`src/rtl/ibex_lsu_resp_unit.sv`:
```
// Data-side LSU: one outstanding req/gnt/rvalid transaction, load formatting.
// Optional IBEX_LSU_ERR_ADDR_EN adds lsu_err_addr_o, the last faulting address.
module ibex_lsu_resp_unit (
    input  logic        clk_i,
    input  logic        rst_i,
    input  logic        lsu_req_i,
    input  logic        lsu_we_i,
    input  logic [1:0]  lsu_type_i,
    input  logic        lsu_sign_ext_i,
    input  logic [31:0] lsu_addr_i,
    input  logic [31:0] lsu_wdata_i,
    output logic        lsu_req_done_o,
    output logic        busy_o,
    output logic        data_req_o,
    input  logic        data_gnt_i,
    output logic [31:0] data_addr_o,
    output logic        data_we_o,
    output logic [3:0]  data_be_o,
    output logic [31:0] data_wdata_o,
    input  logic        data_rvalid_i,
    input  logic        data_err_i,
    input  logic [31:0] data_rdata_i,
    output logic        lsu_resp_valid_o,
    output logic        lsu_resp_err_o,
    output logic        rf_we_lsu_o,
    output logic [31:0] rf_wdata_lsu_o
`ifdef IBEX_LSU_ERR_ADDR_EN
    ,
    output logic [31:0] lsu_err_addr_o
`endif
);

    typedef enum logic [1:0] {
        IDLE,
        WAIT_GNT,
        WAIT_RVALID,
        MIS_ERR
    } state_e;

    state_e      state_q;
    logic [31:0] addr_q;
    logic [31:0] wdata_q;
    logic        we_q;
    logic        sign_q;
    logic [1:0]  type_q;

    function automatic logic [3:0] be_of(input logic [1:0] ty,
                                         input logic [1:0] off);
        case (ty)
            2'b10:   be_of = 4'b0001 << off;
            2'b01:   be_of = 4'b0011 << off;
            default: be_of = 4'hF;
        endcase
    endfunction

    function automatic logic mis_of(input logic [1:0] ty,
                                    input logic [1:0] off);
        case (ty)
            2'b10:   mis_of = 1'b0;
            2'b01:   mis_of = off[0];
            default: mis_of = (off != 2'b00);
        endcase
    endfunction

    logic        idle_req;
    logic        mis_req;
    logic        bus_req;
    logic        in_rsp;
    logic [31:0] cur_addr;
    logic [31:0] cur_wdata;
    logic        cur_we;
    logic [1:0]  cur_type;
    logic [31:0] shifted;
    logic [31:0] fmt;

    // In IDLE the bus sees the live request; afterwards the captured copy.
    always_comb begin
        idle_req  = (state_q == IDLE) & lsu_req_i & ~rst_i;
        mis_req   = mis_of(lsu_type_i, lsu_addr_i[1:0]);
        bus_req   = (idle_req & ~mis_req) | (state_q == WAIT_GNT);
        cur_addr  = (state_q == IDLE) ? lsu_addr_i  : addr_q;
        cur_wdata = (state_q == IDLE) ? lsu_wdata_i : wdata_q;
        cur_we    = (state_q == IDLE) ? lsu_we_i    : we_q;
        cur_type  = (state_q == IDLE) ? lsu_type_i  : type_q;

        data_req_o   = bus_req;
        data_addr_o  = bus_req ? {cur_addr[31:2], 2'b00} : 32'h0;
        data_we_o    = bus_req & cur_we;
        data_be_o    = bus_req ? be_of(cur_type, cur_addr[1:0]) : 4'h0;
        data_wdata_o = bus_req ?
                       cur_wdata << {cur_addr[1:0], 3'b000} : 32'h0;

        lsu_req_done_o = (idle_req & mis_req) | (bus_req & data_gnt_i);
        busy_o         = (state_q != IDLE);
    end

    always_comb begin
        in_rsp  = (state_q == WAIT_RVALID) & data_rvalid_i;
        shifted = data_rdata_i >> {addr_q[1:0], 3'b000};
        case (type_q)
            2'b10:   fmt = {{24{sign_q & shifted[7]}}, shifted[7:0]};
            2'b01:   fmt = {{16{sign_q & shifted[15]}}, shifted[15:0]};
            default: fmt = shifted;
        endcase

        lsu_resp_valid_o = in_rsp | (state_q == MIS_ERR);
        lsu_resp_err_o   = (in_rsp & data_err_i) | (state_q == MIS_ERR);
        rf_we_lsu_o      = in_rsp & ~we_q & ~data_err_i;
        rf_wdata_lsu_o   = rf_we_lsu_o ? fmt : 32'h0;
    end

    always_ff @(posedge clk_i or posedge rst_i) begin
        if (rst_i) begin
            state_q <= IDLE;
            addr_q  <= 32'h0;
            wdata_q <= 32'h0;
            we_q    <= 1'b0;
            sign_q  <= 1'b0;
            type_q  <= 2'b00;
        end else begin
            unique case (state_q)
                IDLE: begin
                    if (lsu_req_i) begin
                        addr_q  <= lsu_addr_i;
                        wdata_q <= lsu_wdata_i;
                        we_q    <= lsu_we_i;
                        sign_q  <= lsu_sign_ext_i;
                        type_q  <= lsu_type_i;
                        if (mis_req)         state_q <= MIS_ERR;
                        else if (data_gnt_i) state_q <= WAIT_RVALID;
                        else                 state_q <= WAIT_GNT;
                    end
                end
                WAIT_GNT: begin
                    if (data_gnt_i) state_q <= WAIT_RVALID;
                end
                WAIT_RVALID: begin
                    if (data_rvalid_i) state_q <= IDLE;
                end
                MIS_ERR: state_q <= IDLE;
                default: state_q <= IDLE;
            endcase
        end
    end

`ifdef IBEX_LSU_ERR_ADDR_EN
    logic [31:0] err_addr_q;

    always_ff @(posedge clk_i or posedge rst_i) begin
        if (rst_i) begin
            err_addr_q <= 32'h0;
        end else if (lsu_resp_valid_o & lsu_resp_err_o) begin
            err_addr_q <= addr_q;
        end
    end

    assign lsu_err_addr_o = err_addr_q;
`endif

endmodule

```
`config.mk`:
```
export PLATFORM = sky130hd
export DESIGN_NAME = ibex_lsu_resp_unit
export DESIGN_NICKNAME = d
export VERILOG_FILES = /design/src/rtl/ibex_lsu_resp_unit.sv
export SDC_FILE = /design/constraint.sdc
export NUM_CORES = 1
export LEC_CHECK = 0
export ABC_AREA = 0
export BUFFER_PORTS_ARGS = -buffer_cell sky130_fd_sc_hd__buf_2
export CAP_MARGIN = 20
export CORE_MARGIN = 2
export CORE_UTILIZATION = 50
export CTS_CLUSTER_DIAMETER = 120
export CTS_CLUSTER_SIZE = 24
export DETAILED_ROUTE_END_ITERATION = 6
export PLACE_DENSITY_LB_ADDON = 0.25
export SLEW_MARGIN = 20
export SYNTH_ARGS = -nofsm -noshare
export SYNTH_HDL_FRONTEND = slang
export SYNTH_SLANG_ARGS = --single-unit
```
`constraint.sdc`:
```
create_clock -name clk_i -period 2.1 [get_ports clk_i]
set_input_delay 0.105 -clock clk_i [delete_from_list [all_inputs] [get_ports clk_i]]
set_output_delay 0.105 -clock clk_i [all_outputs]
set_load 0.005 [all_outputs]
```
==> metrics.md <==
| Metric | Value |
|---|---|
| Violated checks | negative setup slack |
| Async S/R FF share, synth | 1.00 |
| Fin worst setup slack | -0.0574 ns |
| Sw Share | 0.441 |
| Most area-consuming cells after synthesis | dfrtp_1 33%, mux2_2 15%, mux2i_1 13% |
| Setup TNS Final | -0.500 ns |
| Synth top cells by count | 110 x nand2_1, 74 x mux2_2, 70 x dfrtp_1 |
| Clk_skew | slightly above 0.004 ns |
| Root Buffer | clkbuf_8 |
| Switch Pwr | roughly 4.6 mW |
| Sequential power share | 0.249 |
| Final min period | 2.16 ns |
| DRT Wirelength | around 19,000 µm |
| Row cnt | 37 |
| Total iterations of the first detailed-routing run | 5 |
| Count of cell types in the netlist | 48 |
| Fin nets | 977 |
| GRT Residual Overflow | 0 |
| Max-Cap Viols | 0 |
| Largest family of logic cells by synthesized area | multiplexers |
| Synth-to-layout area growth | 43.7% |
| Syn_area_per_cell | 8.86 µm² |
| Post-synth EDFFs | 0 |
| Htree depth | 3 |
| Max VDD drop | approximately 0.74 mV |
| Worst Path Arrival | 2.05 ns |
| Max Slew Vio Count | 0 |
| Port Buf Inserts | 210 |
| IO Count | 213 |
| Post-synth top area share | 0.326 |
| CP Cell Sequence | or4_4 > clkbuf_16 > a211oi_1 > buf_2 |
| Post-layout util | 0.746 |
| Cells after Synth | 607 |
| Crit path required time | 2.00 ns |
| Post-Synth Simple-Gate Area | 0.151 |
| Drt drc | 0 |
| Synthesis Warnings | 0 |
| Initial antenna violation count | 0 |
| Internal power | 5.81 mW |
| CTS tree | yes |
| Bufs and invs on worst path | 2 |
| Logic gate share of total power | 0.639 |
| Via count | 5,932 |
| Post-DR wirelength/cell | 18.7 µm |
| Tcrit/Tclk final | 1.03 |
| Die height | 108 µm |
| Drt via density | 5.89 |
| Pre-CTS WS | 0.163 ns |
| Post-synthesis mux area share | 0.286 |
| First-pass GRT wire length | 26,800 µm |
| CTS Buf Count | 9 |
| Vias in the first global route | approximately 5.5k |
| Max Root-Sink Buffers | 2 |
| Clock sink count | 70 |
| DR iter-0 viols | ~530 |
| Share of cells above drive strength 1 | 0.480 |
| Top delay family on crit path | simple AND/OR/NAND/NOR gates |
| Final HPWL DP | roughly 12,000 µm |
| Core box area | 10,400 µm² |
| Post-Synth XOR/XNOR Area | 0 |
| Synthesized flop and latch total | 70 |
| Global placement routability congestion | 0.900 |
| Status | finished, violations left |
| Clock-pin slew on the worst setup and hold paths | about 0.07 ns |
| Mapped cell area | 5380 µm² |
| Most frequent cell after synthesis | nand2_1 |
| Sequential share of the synthesized area | 0.326 |
| Hold_ws | 0.00635 ns |
| DRT antenna net count | 0 |
| Leakage | around 3.7 nW |
| Clock share of power | 0.112 |
| Clk_lat worst skew | 0.36 ns |
| Chip Width | around 110 µm |
| Largest net degree at the start of global routing | 64 |
| Pwr/cell area | 1340 nW/µm² |
| Pwr Total | 10.4 mW |
| Compound-gate portion of the synthesized area | 0.165 |
| Starting Density | 0.519 |
| Dominant synthesized flop cell | dfrtp_1 |
| CP max FO | 9 |
| Slowest-stage cell, CP | or4_4 |
| WS Path Type | reg -> out |
| Crit start category | flop |
| Dominant cell type by area after synthesis | dfrtp_1 |
| All-layer global routing usage | 0.292 |
| Finish-stage setup viols | 36 |
| RSZ-0062 raised after global routing | true |
| Synth Area in Adders | 0.00930 |
| Final Hold Fails | 0 |
| Slew HR | 0.657 |
| Fmax | 464 MHz |
| # diodes | 0 |
| Slew @ Worst Pin | about 0.5 ns |
| Worst min path class | in -> reg |
| Die ar. | 11,600 µm² |
| Worst path max stage delay | 0.69 ns |
| CP Capture Type | output port |
power by group through the flow:
stage               Sequential (mW)  Combinational [mW]  Clock, mW
floorplan                      2.38                3.96          0
global placement               2.53                5.20          0
detailed placement             2.58                5.33          0
CTS                            2.57                5.72       1.18
global route                   2.67                7.09       1.24
finish                         2.59                6.64       1.16
area by class of cell:
type / count / area [µm²]
Multi-Input combinational cell: 474 / 3590
Fill cell: 756 / 2640
Timing Repair Buffer: 300 / 1950
Sequential cell: 70 / 1760
Tap cell: 136 / 170
Clock buffer: 12 / 165
Inverter: 11 / 52.6
Clock inverter: 3 / 42.5
Timing Repair inverter: 1 / 7.51
cell usage in the layout, fill, tap and decap left out, types with 4 or more instances in the layout:
| cell | instances |
|---|---|
| clkbuf_8 | 12 |
| mux2_2 | 73 |
| a21oi_1 | 47 |
| a22oi_1 | 7 |
| a211oi_2 | 10 |
| dlygate4sd3_1 | 36 |
| nor2_1 | 28 |
| a21oi_2 | 5 |
| dfrtp_1 | 66 |
| o22ai_1 | 19 |
| inv_1 | 5 |
| a211oi_1 | 5 |
| dfrtp_2 | 4 |
| nand2_1 | 108 |
| o21a_1 | 14 |
| mux2i_2 | 4 |
| buf_4 | 38 |
| buf_2 | 211 |
| o21ai_0 | 16 |
| nor2_2 | 4 |
| mux2i_1 | 65 |
| and3_1 | 4 |
| buf_6 | 7 |
worst paths after layout:
| kind | from | endpoint | slack (ns) | cells after the start |
|---|---|---|---|---|
| setup reg to reg | state_q[0] | wdata_q[10] | -0.03 | 7 |
| min in group asynchronous | rst_i | addr_q[4] | 0.35 | 3 |
| hold / removal | lsu_addr_i[28] | addr_q[28] | 0.006 | 2 |
| setup / recovery | state_q[0] | rf_wdata_lsu_o[26] | -0.06 | 4 |
| hold reg to reg | wdata_q[30] | wdata_q[30] | 0.51 | 1 |
| max in group asynchronous | rst_i | wdata_q[12] | 1.11 | 4 |
routing by layer:
metal | vias to the layer above | wire length (µm) | global-route usage
met3 | 55 | 1240 | 0.0460
li1 | 2684 | - | -
met4 | 0 | 597 | 0.136
met1 | 2888 | 7390 | 0.360
met5 | - | 0 | 0
met2 | 305 | 9640 | 0.500
cells by family after synthesis:
family          Yosys count
other cells               1
simple gates            180
fa+ha+maj                 4
buf+inv                  66
flops                    70
compound gates          142
mux                     144
through the flow:
| step | std cells | area [µm²] |
|---|---|---|
| detailed placement | 927 | 6550 |
| CTS | 985 | 7260 |
| finish | 1007 | 7730 |
| global route | 1007 | 7730 |
| global placement | 927 | 6550 |
| floorplan | 608 | 5380 |
registers in the layout, summed over array words and instances, names as in the netlist:
| register | cells |
|---|---|
| state_q | 2 |
| wdata_q | 32 |
| type_q | 2 |
| sign_q | 1 |
| addr_q | 32 |
| we_q | 1 |
timing repair:
item,in CTS,in global routing
endpoints found under the setup margin,91,82
pin swaps,4,12
setup buffers,8,16
resized for setup,17,67
hold endpoints to repair,55,0
cloned,0,6
hold buffers,36,0
Note: power is estimated with default switching activity, not from simulation.
